File: src/rtl/word_packer_if.sv
// Handshake bundle between a single-word producer, the word packer and a
// consumer of the packed NUM_SLOTS*WIDTH bus.
interface word_packer_if #(
    parameter int WIDTH     = 32,
    parameter int NUM_SLOTS = 2,
    parameter int SIZE_SEL  = $clog2(NUM_SLOTS)
);
    logic                       in_valid;
    logic                       in_ready;
    logic [WIDTH-1:0]           in_data;
    logic                       in_last;
    logic [SIZE_SEL-1:0]        sel;
    logic                       out_valid;
    logic                       out_ready;
    logic [NUM_SLOTS*WIDTH-1:0] out_data;
    logic [SIZE_SEL:0]          out_count;

    modport master (
        output in_valid, in_data, in_last, out_ready,
        input  in_ready, sel, out_valid, out_data, out_count
    );

    modport slave (
        input  in_valid, in_data, in_last, out_ready,
        output in_ready, sel, out_valid, out_data, out_count
    );
endinterface

File: src/rtl/word_packer.sv
// Gathers one word per accept into slot SEL of a flat bus and presents the
// group downstream when the bus fills or a word is flagged last.
module word_packer #(
    parameter int WIDTH     = 32,
    parameter int NUM_SLOTS = 2,
    parameter int SIZE_SEL  = $clog2(NUM_SLOTS)
) (
    input logic           clk,
    input logic           rst_n,
    word_packer_if.slave  bus
);
    typedef enum logic {FILL, HOLD} state_t;

    localparam logic [SIZE_SEL-1:0] SEL_ONE  = SIZE_SEL'(1);
    localparam logic [SIZE_SEL-1:0] SEL_LAST = SIZE_SEL'(NUM_SLOTS - 1);
    localparam logic [SIZE_SEL:0]   CNT_ONE  = (SIZE_SEL + 1)'(1);

    state_t                     state_q;
    logic [SIZE_SEL-1:0]        sel_q;
    logic [SIZE_SEL:0]          count_q;
    logic [NUM_SLOTS*WIDTH-1:0] data_q;
    logic                       in_ready_w;
    logic                       accept;

    // Reset gating is the only combinational term on the ready path.
    assign in_ready_w    = (state_q == FILL) && rst_n;
    assign accept        = bus.in_valid && in_ready_w;

    assign bus.in_ready  = in_ready_w;
    assign bus.out_valid = (state_q == HOLD);
    assign bus.sel       = sel_q;
    assign bus.out_data  = data_q;
    assign bus.out_count = count_q;

    always_ff @(posedge clk) begin
        if (!rst_n) begin
            state_q <= FILL;
            sel_q   <= '0;
            count_q <= '0;
            data_q  <= '0;
        end else begin
            case (state_q)
                FILL: begin
                    if (accept) begin
                        for (int k = 0; k < NUM_SLOTS; k++) begin
                            if (sel_q == SIZE_SEL'(k)) begin
                                data_q[k*WIDTH +: WIDTH] <= bus.in_data;
                            end
                        end
                        sel_q   <= sel_q + SEL_ONE;
                        count_q <= count_q + CNT_ONE;
                        // The last slot always closes the group, so SEL never wraps mid-group.
                        if ((sel_q == SEL_LAST) || bus.in_last) begin
                            state_q <= HOLD;
                        end
                    end
                end
                HOLD: begin
                    if (bus.out_ready) begin
                        data_q  <= '0;
                        sel_q   <= '0;
                        count_q <= '0;
                        state_q <= FILL;
                    end
                end
            endcase
        end
    end
endmodule

File: src/flat_wrapper.sv
// flat-port wrapper written by rule: the top's interface ports become plain ports
module word_packer_flat 
#(
    parameter int WIDTH     = 32,
    parameter int NUM_SLOTS = 2,
    parameter int SIZE_SEL  = $clog2(NUM_SLOTS)
)
  (clk, rst_n, bus_in_valid, bus_in_data, bus_in_last, bus_out_ready, bus_in_ready, bus_sel, bus_out_valid, bus_out_data, bus_out_count);
  word_packer_if #(.WIDTH(WIDTH), .NUM_SLOTS(NUM_SLOTS), .SIZE_SEL(SIZE_SEL)) bus_i ();
  input logic clk;
  input logic rst_n;
  input wire logic [$bits(bus_i.in_valid)-1:0] bus_in_valid;
  input wire logic [$bits(bus_i.in_data)-1:0] bus_in_data;
  input wire logic [$bits(bus_i.in_last)-1:0] bus_in_last;
  input wire logic [$bits(bus_i.out_ready)-1:0] bus_out_ready;
  output wire logic [$bits(bus_i.in_ready)-1:0] bus_in_ready;
  output wire logic [$bits(bus_i.sel)-1:0] bus_sel;
  output wire logic [$bits(bus_i.out_valid)-1:0] bus_out_valid;
  output wire logic [$bits(bus_i.out_data)-1:0] bus_out_data;
  output wire logic [$bits(bus_i.out_count)-1:0] bus_out_count;
  assign bus_i.in_valid = bus_in_valid;
  assign bus_i.in_data = bus_in_data;
  assign bus_i.in_last = bus_in_last;
  assign bus_i.out_ready = bus_out_ready;
  assign bus_in_ready = bus_i.in_ready;
  assign bus_sel = bus_i.sel;
  assign bus_out_valid = bus_i.out_valid;
  assign bus_out_data = bus_i.out_data;
  assign bus_out_count = bus_i.out_count;
  word_packer #(.WIDTH(WIDTH), .NUM_SLOTS(NUM_SLOTS), .SIZE_SEL(SIZE_SEL)) u_core (.clk(clk), .rst_n(rst_n), .bus(bus_i));
endmodule
File: config.mk
export PLATFORM = sky130hd
export DESIGN_NAME = word_packer_flat
export DESIGN_NICKNAME = d
export VERILOG_FILES = /design/src/rtl/word_packer_if.sv /design/src/rtl/word_packer.sv /design/src/flat_wrapper.sv
export SDC_FILE = /design/constraint.sdc
export NUM_CORES = 1
export LEC_CHECK = 0
export ABC_AREA = 1
export BUFFER_PORTS_ARGS = -buffer_cell sky130_fd_sc_hd__buf_2
export CORE_UTILIZATION = 35
export CTS_BUF_LIST = sky130_fd_sc_hd__clkbuf_8
export CTS_CLUSTER_DIAMETER = 200
export DETAILED_ROUTE_END_ITERATION = 10
export PLACE_DENSITY_LB_ADDON = 0.2
export SETUP_SLACK_MARGIN = 0.1
export SYNTH_ARGS = -nofsm -noshare
export SYNTH_HDL_FRONTEND = slang
export SYNTH_SLANG_ARGS = --single-unit
File: constraint.sdc
create_clock -name clk -period 1.1 [get_ports clk]
set_input_delay 0.11 -clock clk [delete_from_list [all_inputs] [get_ports clk]]
set_output_delay 0.11 -clock clk [all_outputs]
set_load 0.03 [all_outputs]
---- Word level (Yosys, flattened, before mapping) ----
Index checks and enable logic that the tools add are counted.
word-level totals
  output and inout bits ................... 69
  word-level logic and storage cells ...... 33
  register bits ........................... 68
cells by class
  bitwise operators ....................... 1
  muxes and demuxes ....................... 15
  eq/ne operators ......................... 4
  reduce and logical (&&, ||, !) cells .... 6
  $add $sub $neg .......................... 2
operators with widths
  kind                 count
  $mux 64              2
  $pmux 64 s2          1
  $mux 32              2
  $reduce_and 3->1     2
  $mux 1               5
  $mux 2               2
  $ne 2x1->1 const B   2
  $ne 2x2->1 const B   2
  $pmux 1 s2           2
  $pmux 2 s2           1
  $add 2x1->2 const B  1
  $logic_and 1x1->1    2
  $reduce_and 2->1     1
  $add 1x1->1 const B  1
  $logic_or 1x1->1     1
  $not 1->1            1

---- Logic depth before layout (Yosys ltp) ----
  depth in word-level cells ............... 5
  gate-level depth with buffers ........... 9
  mapped depth without buffers ............ 7

---- Worst setup path after synthesis ----
No wires, ideal clock.
  path kind ............................... register to register
  start point ............................. reg u_core.state_q (netlist: u_core.bus.out_valid)
  end point ............................... reg u_core.count_q[0] (netlist: u_core.bus.out_count[0])
  library setup time ...................... 0.116 ns
  setup slack ............................. -0.311 ns
  data arrival time ....................... 1.295 ns
  stages on the path, launching flop included .. 9
  data required time ...................... 0.984 ns
  clock period less this slack ............ 1.411 ns
  path buffers ............................ 3
  cells stage by stage .................... dfxtp_1 -> buf_6 -> inv_6 -> nand3_4 -> nand2_2 -> buf_6 -> buf_6 -> o21ai_0 -> nor2_1
between the ends
  longest elaborated chain between the ends .. 5
  elaborated cells between the ends (all ways) .. 7
  those cells by class .................... 2 x eq/ne; 1 x mux; 1 x bitwise; 3 x reduce/logical
ends and longest elaborated chain
  element                     RTL line                              RTL
  from (decl)                 word_packer.sv:18                     state_t state_q;
  from (signal assigned)      word_packer.sv:37                     state_q <= FILL;
  from (signal assigned)      word_packer.sv:54                     state_q <= HOLD;
  from (signal assigned)      word_packer.sv:63                     state_q <= FILL;
  $not 1->1                   word_packer.sv:26, word_packer.sv:42
  $logic_and 1x1->1           word_packer.sv:26                     assign in_ready_w = (state_q == FILL) && rst_n;
  $logic_and 1x1->1           word_packer.sv:27                     assign accept = bus.in_valid && in_ready_w;
  $ne 2x1->1 (no line)        -
  $reduce_and 2->1 (no line)  -
  to (signal assigned)        word_packer.sv:51                     count_q <= count_q + CNT_ONE;
  to (decl)                   word_packer.sv:20                     logic [SIZE_SEL:0] count_q;
Several ways; a longest one is shown, not always the timed one.
A chain may end at the register's enable or synchronous reset.

---- Final worst setup path ----
  start point ............................. reg u_core.state_q (netlist: u_core.bus.out_valid)
  end point ............................... reg u_core.data_q[32] (netlist: u_core.bus.out_data[32])
between the ends
  longest elaborated chain between the ends .. 5
  elaborated cells between the ends (all ways) .. 8
  those cells by class .................... 3 x eq/ne; 1 x mux; 1 x bitwise; 3 x reduce/logical
ends and longest elaborated chain
  element                          RTL line                              RTL
  $not 1->1                        word_packer.sv:26, word_packer.sv:42
  $logic_and 1x1->1                word_packer.sv:26
  $logic_and 1x1->1                word_packer.sv:27
  $ne 2x1->1 (no line)             -
  $reduce_and 3->1 (no line)       -
  to (signal, indexed assignment)  word_packer.sv:47                     data_q[k*WIDTH +: WIDTH] <= bus.in_data;
  to (decl)                        word_packer.sv:21                     logic [NUM_SLOTS*WIDTH-1:0] data_q;
Several ways; a longest one is shown, not always the timed one.

==> flow_summary.ini <==
[die]
coreArea_um2 = 8260
start_util = 0.363
die_x_um = 94.6
die-area_um2 = 8940
io_pins = 106
die_h_um = 94.6
fp-row-count = 33

[final_layout]
final_cells = 653
fin_util = 0.552
final_cell_mix = nand2_1, buf_4, dfxtp_1, nor2_1, a21oi_1
area_growth_pct = 52.0
final_common_cell = nand2_1
drive_gt1_frac = 0.391
antennaDiodeCount = 0
multi_input_area_um2 = 1460
final_nets = 580
design_area_um2 = 4560
fillers = 850
seqCellArea_um2 = 1380

[critical_path]
path_class = reg2reg
crit_path_start_kind = flop
slowest_stage = dfxtp_4
crit_top_cell = nand2_8
critPathBufInv = 2
crit_required_ns = 1.37
worst_setup_path_end_kind = flop
crit_family = simple AND/OR/NAND/NOR gates
crit_fanout = 10
critPathArrivalTime_ns = 1.48
critPathMaxStageDelay_ns = 0.39
crit_chain = inv_6, nand3_4, nand2_8, nand2_8, clkbuf_16, nand2_2, nand2_1, nor2_1

[sta]
tns_ns = -4.26
tightestPinTransition_ns = 0.413
slew_violations = 0
final.setup_skew_ns = 0.00608
fmax_mhz = 826
finalSetupViolations = 69
relSlewSlack = 0.725
holdWs_ns = 0.103
finalHoldViolCount = 0
worst_slack_ns = -0.111
period_needed_ns = 1.21
rsz0062_at_grt = yes
period_share = 1.10

[power]
p_clk_frac = 0.338
swShare = 0.304
power_density_nw_per_um2 = 1350
comb_power_share = 0.225
p_int_mw = 4.27
max-vdd-ir-drop_uv = 778
seq_power_share = 0.436
power.total_mw = 6.13
p_sw_mw = 1.86
leakagePower_nw = 2.14

[detailed_routing]
vias_per_cell = 4.68
wl_per_cell_um = 13.7
drt_iter0_drc = 82
drcViolationCount = 0
vias = 3056
drtAntennaViolNets = 0
drt-total-wl_um = 8970
drt-pass1-iter-count = 4

[run_status]
status = finished, violations left
violations = setup timing

[min_path]
hold_path.class = in2reg

[placed_design]
place_ws_ns = -0.103
io_buffers = 105
place.gp.congestion = 0.787
dp.cells = 626
dp_hpwl_um = 5670
placed_area_um2 = 3740

[clock_network]
clkLatencyLatePin_ns = 0.34
path_clk_slew_ns = 0.07
root_buffer = clkbuf_8
cts_num_sinks = 68
cts_max_path_buffers = 2
cts_tree = built
cts_buffers = 9
cts_max_level = 3

[yosys]
syn_inst = 425
yosysWarnings = 0
synth_cell_type_count = 21
synth.avg_cell_area_um2 = 7.05
synth_area_um2 = 3000
ys_seq_elements = 68
ys_seq_area_frac = 0.454
syn-num-nets = 462

[global_route]
antenna_found_initial = 0
grt_pass1_wl_um = 14200
grt-ovfl-total = 0
grt_max_degree = 35
grt.total_usage = 0.206
grt_pass1_vias = 2946

[flow_run]
maxCapViolations = 0
power groups by stage:
stage,Sequential [mW],Clock (mW),Combinational (mW)
after floorplan,2.95,0,0.521
after global placement,2.71,0,1.12
after detailed placement,2.71,0,1.13
after CTS,2.66,2.13,1.26
after global routing,2.69,2.23,1.50
final,2.67,2.07,1.38
timing repair:
action | in CTS | in global routing
gates cloned | 2 | 2
endpoints found under the setup margin | 100 | 119
buffers inserted | 6 | 1
gates resized for setup | 62 | 125
hold buffers | 0 | 0
pin swaps | 3 | 5
path summary, 6_finish.rpt:
check | start | depth (start not counted) | to | slack (ns)
worst max-delay path | u_core.bus.out_valid$_SDFF_PN0_ | 8 | u_core.bus.out_data[32]$_SDFFE_PN0P_ | -0.11
worst min-delay path | bus_in_data[31] | 5 | u_core.bus.out_data[31]$_SDFFE_PN0P_ | 0.10
worst max register to register | u_core.bus.out_valid$_SDFF_PN0_ | 8 | u_core.bus.out_data[32]$_SDFFE_PN0P_ | -0.11
worst min register to register | u_core.bus.out_data[0]$_SDFFE_PN0P_ | 2 | u_core.bus.out_data[0]$_SDFFE_PN0P_ | 0.47
Yosys cell counts, drive strengths merged:
| master | number | share of area |
|---|---|---|
| a21oi | 56 | 0.093 |
| and2 | 1 | 0.0021 |
| buf | 26 | 0.053 |
| clkbuf | 5 | 0.0063 |
| clkinv | 1 | 0.0013 |
| dfxtp | 68 | 0.45 |
| inv | 46 | 0.059 |
| nand2 | 81 | 0.10 |
| nand3 | 34 | 0.061 |
| nand3b | 22 | 0.055 |
| nand4 | 1 | 0.0021 |
| nor2 | 82 | 0.11 |
| o21ai | 1 | 0.0017 |
| o22ai | 1 | 0.0021 |
flip-flops by register name, indices dropped and copies added (netlist names):
signal                count
u_core.bus.out_count      2
u_core.bus.out_data      64
u_core.bus.out_valid      1
u_core.bus.sel            1
cell type report:
class	count	share of cell area
clock inverter	6	0.0140
multi-input combinational	279	0.321
clock buffer	10	0.0302
tap	105	0.0288
sequential	68	0.303
inverter	47	0.0398
timing repair buffer	138	0.263
kinds of logic (layout without fill, tap and decap cells):
family                 after synthesis  in the layout  share of synthesized area
flip-flops                          68             68                      0.454
buffers and inverters               78            201                      0.119
AND/OR/NAND/NOR                    221            221                      0.329
AO/OA/AOI/OAI                       58             58                     0.0972
tightest hold or removal path: cells and delay by family:
family | cells | cell delay, ns
AOI/OAI and AO/OA | 1 | 0.05
buffers and inverters | 2 | 0.13
and+or+nand+nor | 2 | 0.09
routing by layer:
metal | vias up | routed length [µm] | GRT usage
met3 | 11 | 485 | 0.0515
met2 | 74 | 4250 | 0.344
li1 | 1571 | - | -
met1 | 1400 | 4100 | 0.253
met4 | 0 | 129 | 0.0821
met5 | - | 0 | 0
(Power assumes the default switching activity.)
